**src/rtl/acc_delta_pkg.sv**
```systemverilog
// acc_delta_pkg: shared types for the acc_delta sum-differencing block.
//   ACC_DELTA_WIDTH : default token width
//   word_t          : one default-width sum/difference token
//   out_st_e        : single-register output stage state (base build)
//   skid_st_e       : 2-entry skid buffer occupancy (ACC_DELTA_SKID_EN build)
package acc_delta_pkg;

  localparam int ACC_DELTA_WIDTH = 16;

  typedef logic [ACC_DELTA_WIDTH-1:0] word_t;

  typedef enum logic {
    OS_EMPTY = 1'b0,
    OS_FULL  = 1'b1
  } out_st_e;

  typedef enum logic [1:0] {
    SK_EMPTY = 2'd0,
    SK_ONE   = 2'd1,
    SK_TWO   = 2'd2
  } skid_st_e;

endpackage

```
**src/rtl/acc_delta_if.sv**
```systemverilog
// acc_delta_if: WIDTH-wide valid/ready token channel.
//   data  : token payload, held stable by the producer until transfer
//   valid : producer has a token
//   ready : consumer accepts the token this cycle
// A transfer happens on a rising edge where valid && ready.
//   master : producer side (drives data/valid, sees ready)
//   slave  : consumer side (sees data/valid, drives ready)
interface acc_delta_if #(
  parameter int WIDTH = acc_delta_pkg::ACC_DELTA_WIDTH
);
  logic [WIDTH-1:0] data;
  logic             valid;
  logic             ready;

  modport master (output data, output valid, input  ready);
  modport slave  (input  data, input  valid, output ready);
endinterface

```
**src/rtl/acc_delta_skid.sv**
```systemverilog
// acc_delta_skid: generic WIDTH-wide 2-entry valid/ready skid buffer.
//   CLK    : clock, rising edge
//   _RESET : synchronous active-low reset, discards buffered tokens
//   s_ch   : upstream channel (slave); ready depends only on registered state
//   m_ch   : downstream channel (master); data comes straight from the head register
// Latency is one cycle (token lands in head), throughput is one token per
// cycle; the tail entry only fills when the downstream stalls.
module acc_delta_skid import acc_delta_pkg::*; #(
  parameter int WIDTH = ACC_DELTA_WIDTH
) (
  input  logic         CLK,
  input  logic         _RESET,
  acc_delta_if.slave   s_ch,
  acc_delta_if.master  m_ch
);

  skid_st_e         st, st_nxt;
  logic [WIDTH-1:0] head, tail;
  logic             s_rdy, m_vld, s_xfer, m_xfer;
  logic             ld_head_in, ld_head_tail, ld_tail;

  // Both decoded from the state register only: no ready path from m_ch.
  assign s_rdy  = (st != SK_TWO);
  assign m_vld  = (st != SK_EMPTY);
  assign s_xfer = s_ch.valid && s_rdy;
  assign m_xfer = m_vld && m_ch.ready;

  assign s_ch.ready = s_rdy;
  assign m_ch.valid = m_vld;
  assign m_ch.data  = head;

  always_ff @(posedge CLK) begin
    if (!_RESET) st <= SK_EMPTY;
    else         st <= st_nxt;
  end

  always_comb begin
    st_nxt       = st;
    ld_head_in   = 1'b0;
    ld_head_tail = 1'b0;
    ld_tail      = 1'b0;
    unique case (st)
      SK_EMPTY: begin
        if (s_xfer) begin
          ld_head_in = 1'b1;
          st_nxt     = SK_ONE;
        end
      end
      SK_ONE: begin
        if (s_xfer && m_xfer) begin
          ld_head_in = 1'b1;            // head drains and refills in one edge
        end else if (s_xfer) begin
          ld_tail = 1'b1;               // downstream stalled: park in tail
          st_nxt  = SK_TWO;
        end else if (m_xfer) begin
          st_nxt = SK_EMPTY;
        end
      end
      SK_TWO: begin
        if (m_xfer) begin
          ld_head_tail = 1'b1;
          st_nxt       = SK_ONE;
        end
      end
      default: st_nxt = SK_EMPTY;
    endcase
  end

  always_ff @(posedge CLK) begin
    if (!_RESET) begin
      head <= '0;
      tail <= '0;
    end else begin
      if (ld_head_in)        head <= s_ch.data;
      else if (ld_head_tail) head <= tail;
      if (ld_tail)           tail <= s_ch.data;
    end
  end

endmodule

```
**src/rtl/acc_delta.sv**
```systemverilog
// acc_delta: turns a stream of cumulative sums into per-token increments,
// out = in - previous in (mod 2^WIDTH). Inverse of the running-sum accumulator.
//   CLK    : clock, rising edge
//   _RESET : synchronous active-low reset (drops buffered token, prev=0)
//   clr    : next accepted sum is differenced against 0
//   in_ch  : cumulative sum tokens (slave)
//   out_ch : difference tokens (master), one cycle after acceptance
// Build option ACC_DELTA_SKID_EN: output goes through a 2-entry skid buffer so
// in_ready is registered; otherwise a single output register whose in_ready
// is combinational from out_ready.
module acc_delta import acc_delta_pkg::*; #(
  parameter int WIDTH = ACC_DELTA_WIDTH
) (
  input  logic         CLK,
  input  logic         _RESET,
  input  logic         clr,
  acc_delta_if.slave   in_ch,
  acc_delta_if.master  out_ch
);

  logic [WIDTH-1:0] prev, base, diff;
  logic             clr_pend, in_xfer;

  // A clr seen in the accepting cycle applies to that token directly.
  assign base    = (clr_pend || clr) ? '0 : prev;
  assign diff    = in_ch.data - base;
  assign in_xfer = in_ch.valid && in_ch.ready;

  always_ff @(posedge CLK) begin
    if (!_RESET) begin
      prev     <= '0;
      clr_pend <= 1'b0;
    end else if (in_xfer) begin
      prev     <= in_ch.data;
      clr_pend <= 1'b0;
    end else if (clr) begin
      clr_pend <= 1'b1;
    end
  end

`ifdef ACC_DELTA_SKID_EN

  acc_delta_if #(.WIDTH(WIDTH)) dif ();

  assign dif.data    = diff;
  assign dif.valid   = in_ch.valid;
  assign in_ch.ready = dif.ready;

  acc_delta_skid #(.WIDTH(WIDTH)) u_skid (
    .CLK    (CLK),
    ._RESET (_RESET),
    .s_ch   (dif),
    .m_ch   (out_ch)
  );

`else

  out_st_e          st, st_nxt;
  logic [WIDTH-1:0] data_q;
  logic             out_vld, out_xfer;

  assign out_vld  = (st == OS_FULL);
  assign out_xfer = out_vld && out_ch.ready;

  assign out_ch.valid = out_vld;
  assign out_ch.data  = data_q;
  assign in_ch.ready  = !out_vld || out_ch.ready;

  always_ff @(posedge CLK) begin
    if (!_RESET) st <= OS_EMPTY;
    else         st <= st_nxt;
  end

  always_comb begin
    st_nxt = st;
    unique case (st)
      OS_EMPTY: if (in_xfer)              st_nxt = OS_FULL;
      OS_FULL:  if (out_xfer && !in_xfer) st_nxt = OS_EMPTY;
      default:                            st_nxt = OS_EMPTY;
    endcase
  end

  always_ff @(posedge CLK) begin
    if (!_RESET)      data_q <= '0;
    else if (in_xfer) data_q <= diff;
  end

`endif

endmodule

```
**src/flat_wrapper.sv**
```systemverilog
// flat-port wrapper written by rule: the top's interface ports become plain ports
module acc_delta_flat import acc_delta_pkg::*;
#(
  parameter int WIDTH = ACC_DELTA_WIDTH
)
  (CLK, _RESET, clr, in_ch_data, in_ch_valid, in_ch_ready, out_ch_data, out_ch_valid, out_ch_ready);
  acc_delta_if #(.WIDTH(WIDTH)) in_ch_i ();
  acc_delta_if #(.WIDTH(WIDTH)) out_ch_i ();
  input  logic CLK;
  input  logic _RESET;
  input  logic clr;
  input wire logic [$bits(in_ch_i.data)-1:0] in_ch_data;
  input wire logic [$bits(in_ch_i.valid)-1:0] in_ch_valid;
  output wire logic [$bits(in_ch_i.ready)-1:0] in_ch_ready;
  output wire logic [$bits(out_ch_i.data)-1:0] out_ch_data;
  output wire logic [$bits(out_ch_i.valid)-1:0] out_ch_valid;
  input wire logic [$bits(out_ch_i.ready)-1:0] out_ch_ready;
  assign in_ch_i.data = in_ch_data;
  assign in_ch_i.valid = in_ch_valid;
  assign in_ch_ready = in_ch_i.ready;
  assign out_ch_data = out_ch_i.data;
  assign out_ch_valid = out_ch_i.valid;
  assign out_ch_i.ready = out_ch_ready;
  acc_delta #(.WIDTH(WIDTH)) u_core (.CLK(CLK), ._RESET(_RESET), .clr(clr), .in_ch(in_ch_i), .out_ch(out_ch_i));
endmodule
```
**config.mk**
```make
export PLATFORM = sky130hd
export DESIGN_NAME = acc_delta_flat
export DESIGN_NICKNAME = d
export VERILOG_FILES = /design/src/rtl/acc_delta_pkg.sv /design/src/rtl/acc_delta_if.sv /design/src/rtl/acc_delta_skid.sv /design/src/rtl/acc_delta.sv /design/src/flat_wrapper.sv
export SDC_FILE = /design/constraint.sdc
export NUM_CORES = 1
export LEC_CHECK = 0
export ABC_AREA = 1
export CORE_MARGIN = 8
export CORE_UTILIZATION = 53
export CTS_CLUSTER_DIAMETER = 100
export DETAILED_ROUTE_END_ITERATION = 7
export GPL_ROUTABILITY_DRIVEN = 0
export PLACE_DENSITY = 0.91
export SYNTH_ARGS = -nofsm -noshare
export SYNTH_HDL_FRONTEND = slang
export SYNTH_SLANG_ARGS = --single-unit
```
**constraint.sdc**
```tcl
create_clock -name CLK -period 2.8 [get_ports CLK]
set_clock_uncertainty 0.1 [all_clocks]
set_input_delay 0.42 -clock CLK [delete_from_list [all_inputs] [get_ports CLK]]
set_output_delay 0.42 -clock CLK [all_outputs]
set_load 0.01 [all_outputs]
```
==> results.yml <==
outcome:
  status: "completed"
setup_path:
  critPathKind: "input port to flip-flop"
  cp-start-kind: "input port"
  cp-end-kind: "flip-flop"
  critical_path_required_ps: 2890
  cp_data_arrival_time_ps: 2590
  r2r_cells: 14
  timing.rr.end: "u_core.out_ch.data[15]$_SDFFE_PN0P_"
  r2r-start: "u_core.clr_pend$_SDFFE_PP0P_"
  r2r_slack_ps: 560
  critPathLaunch: "clr"
  cp_max_fo: 15
logic_synthesis:
  synth.distinct_cells: 29
  ys_ff_latch: 34
  seq_area_frac_synth_pct: 30.3
  yosys-top-cells-area: "dfxtp_1, nand2_1, nor2_1"
  ys_warn_count: 0
  yosys.area.top_type: "dfxtp_1"
  syn_area_per_cell_um2: 6.21
  synth_top_area_share_pct: 30.3
  syn_inst: 362
  syn_area_um2: 2250
  synth_fp_nets: 400
timing:
  fmax_ghz: 0.400
  finalSetupViolations: 0
  finalHoldViolations: 0
  finalCritPeriodShare_pct: 89.4
  max-slew-margin-rel_pct: 72.2
  rsz0062_at_grt: "false"
  tightest_slew_ps: 417
  finalMaxSlewViolations: 0
  fin_setup_tns_ps: 0
  fin_crit_ps: 2500
  fin_ws_ps: 298
cells_and_area:
  n_fill_cell: 365
  multi_input_area_um2: 1290
  final_layout_size_suffix_gt1_share_pct: 5.21
  final_cell_mix: "nand2_1, nor2_1, inv_1"
  nets: 440
  final_common_cell: "nand2_1"
  final_area_um2: 2770
  regArea_um2: 681
  diodes: 0
  syn_to_final_growth_pct: 23.2
pwr:
  p_leak_nw: 1.45
  p_per_area_nw_per_um2: 479
  ir_drop_v: 0.000284
cts:
  clock-sinks: 34
  clk_pin_slew_ps: 70
  cts-root-buf: "clkbuf_8"
  cts_resized: 0
  clk_latency_ps: 290
  htreeDepth: 2
  cts_buffers: 5
  post_cts_buffers: 0
  cts_buffer_depth: 2
  hold_buffers: 0
  cts_tree: "done"
floorplan:
  die_y_um: 81.1
  io_pins: 39
  core-area_um2: 4030
  die_w_um: 81.1
  num_rows: 23
  die_area_um2: 6580
  initial_core_util_pct: 55.8
worst_hold_path:
  hold_depth: 2
  worst_hold_path.endpoint: "u_core.prev[7]$_SDFFE_PN0P_"
  min-delay-start: "u_core.prev[7]$_SDFFE_PN0P_"
  hp-class: "flip-flop to flip-flop"
placed_design:
  dpl_cell_area_um2: 2680
  place_ws_ps: 21.1
  dp_hpwl_mm: 4.15
  portBuffers: 38
drt:
  drtIter0Drc: 113
  viasPerCell: 5.08
  antenna_left: 0
  firstDrtPassIters: 4
  drc: 0
  post_drt_wl_per_cell_um: 12.1
  num_vias: 2302
  wirelength_mm: 5.48
global_route:
  track_usage_pct: 17.8
  grt_max_degree: 24
  antenna_found_initial: 0
  grt_pass1_wl_mm: 9.40
  grt_pass1_vias: 2187
  grt.overflow.total: 0
flow_run:
  maxCapViolations: 0
[state kept, by name (all words and copies together) (netlist names)]
register,cells
u_core.clr_pend,1
u_core.prev,16
u_core.out_ch.data,16
u_core.out_ch.valid,1
[Yosys cell counts, drive strengths merged]
library cell,number
a211oi,1
a21oi,12
and2,1
buf,6
clkbuf,4
dfxtp,34
fa,1
ha,16
inv,59
nand2,105
nand3,21
nand3b,1
nand4,2
nor2,63
nor3,4
nor3b,1
o211ai,3
o21ai,21
or2,2
xnor2,3
xor2,2
[layer usage]
metal  track usage [%]  share of wire [%]  vias up
met2              31.9                 47       66
li1                  -                  -     1193
met1              19.9                 45     1032
met4              7.14                2.4        0
met5                 0                  0        -
met3              4.08                6.3       11
[stage by stage]
step	std cells	power [mW]	utilization, %	hold slack (ps)
final	453	1.32	68.7	389
after global routing	453	1.41	68.7	408
after CTS	453	1.33	68.7	392
after detailed placement	445	0.950	66.4	376
after global placement	445	0.939	66.4	363
after floorplan	362	0.812	-	355
[kinds of logic after synthesis]
family	after synthesis	share of synthesized area (%)
simple gates	200	37.1
buf+inv	69	12.1
compound gates	37	8.69
flops	34	30.3
fa+ha+maj	17	9.80
xor+xnor	5	1.95
[power by group]
part | switching, mW | leakage (nW) | internal (mW)
logic | 0.223 | 1.12 | 0.175
clock network | 0.181 | 0.0482 | 0.198
registers | 0.0220 | 0.282 | 0.526
[worst max path at each step]
stage,end,slack [ps],depth (start not counted)
CTS,u_core.out_ch.data[15]$_SDFFE_PN0P_,300,15
detailed placement,u_core.out_ch.data[8]$_SDFFE_PN0P_,20,13
global placement,u_core.out_ch.data[12]$_SDFFE_PN0P_,120,13
global route,u_core.out_ch.data[11]$_SDFFE_PN0P_,90,14
floorplan,u_core.out_ch.data[8]$_SDFFE_PN0P_,590,13
finish,u_core.out_ch.data[15]$_SDFFE_PN0P_,300,15
[critical path: stages]
cell and delay, ps:
clkdlybuf4s50_1 470, nor2_4 330, buf_4 190, nand2_1 50
ha_1 340, nand2_1 140, inv_1 60, nand2_1 80
nand2_1 60, a21oi_1 160, nand2_1 80, nand2_1 60
nand3_1 60, nand2_1 70, inv_1 40
[layout make-up]
cell class	instances	share of cell area (%)
Clock buffer	7	3.12
Clock inverter	1	0.181
Inverter	59	8.00
Multi-Input combinational cell	259	46.7
Sequential cell	34	24.6
Tap cell	50	2.26
Timing Repair Buffer	43	15.1
(Power assumes the default switching activity.)
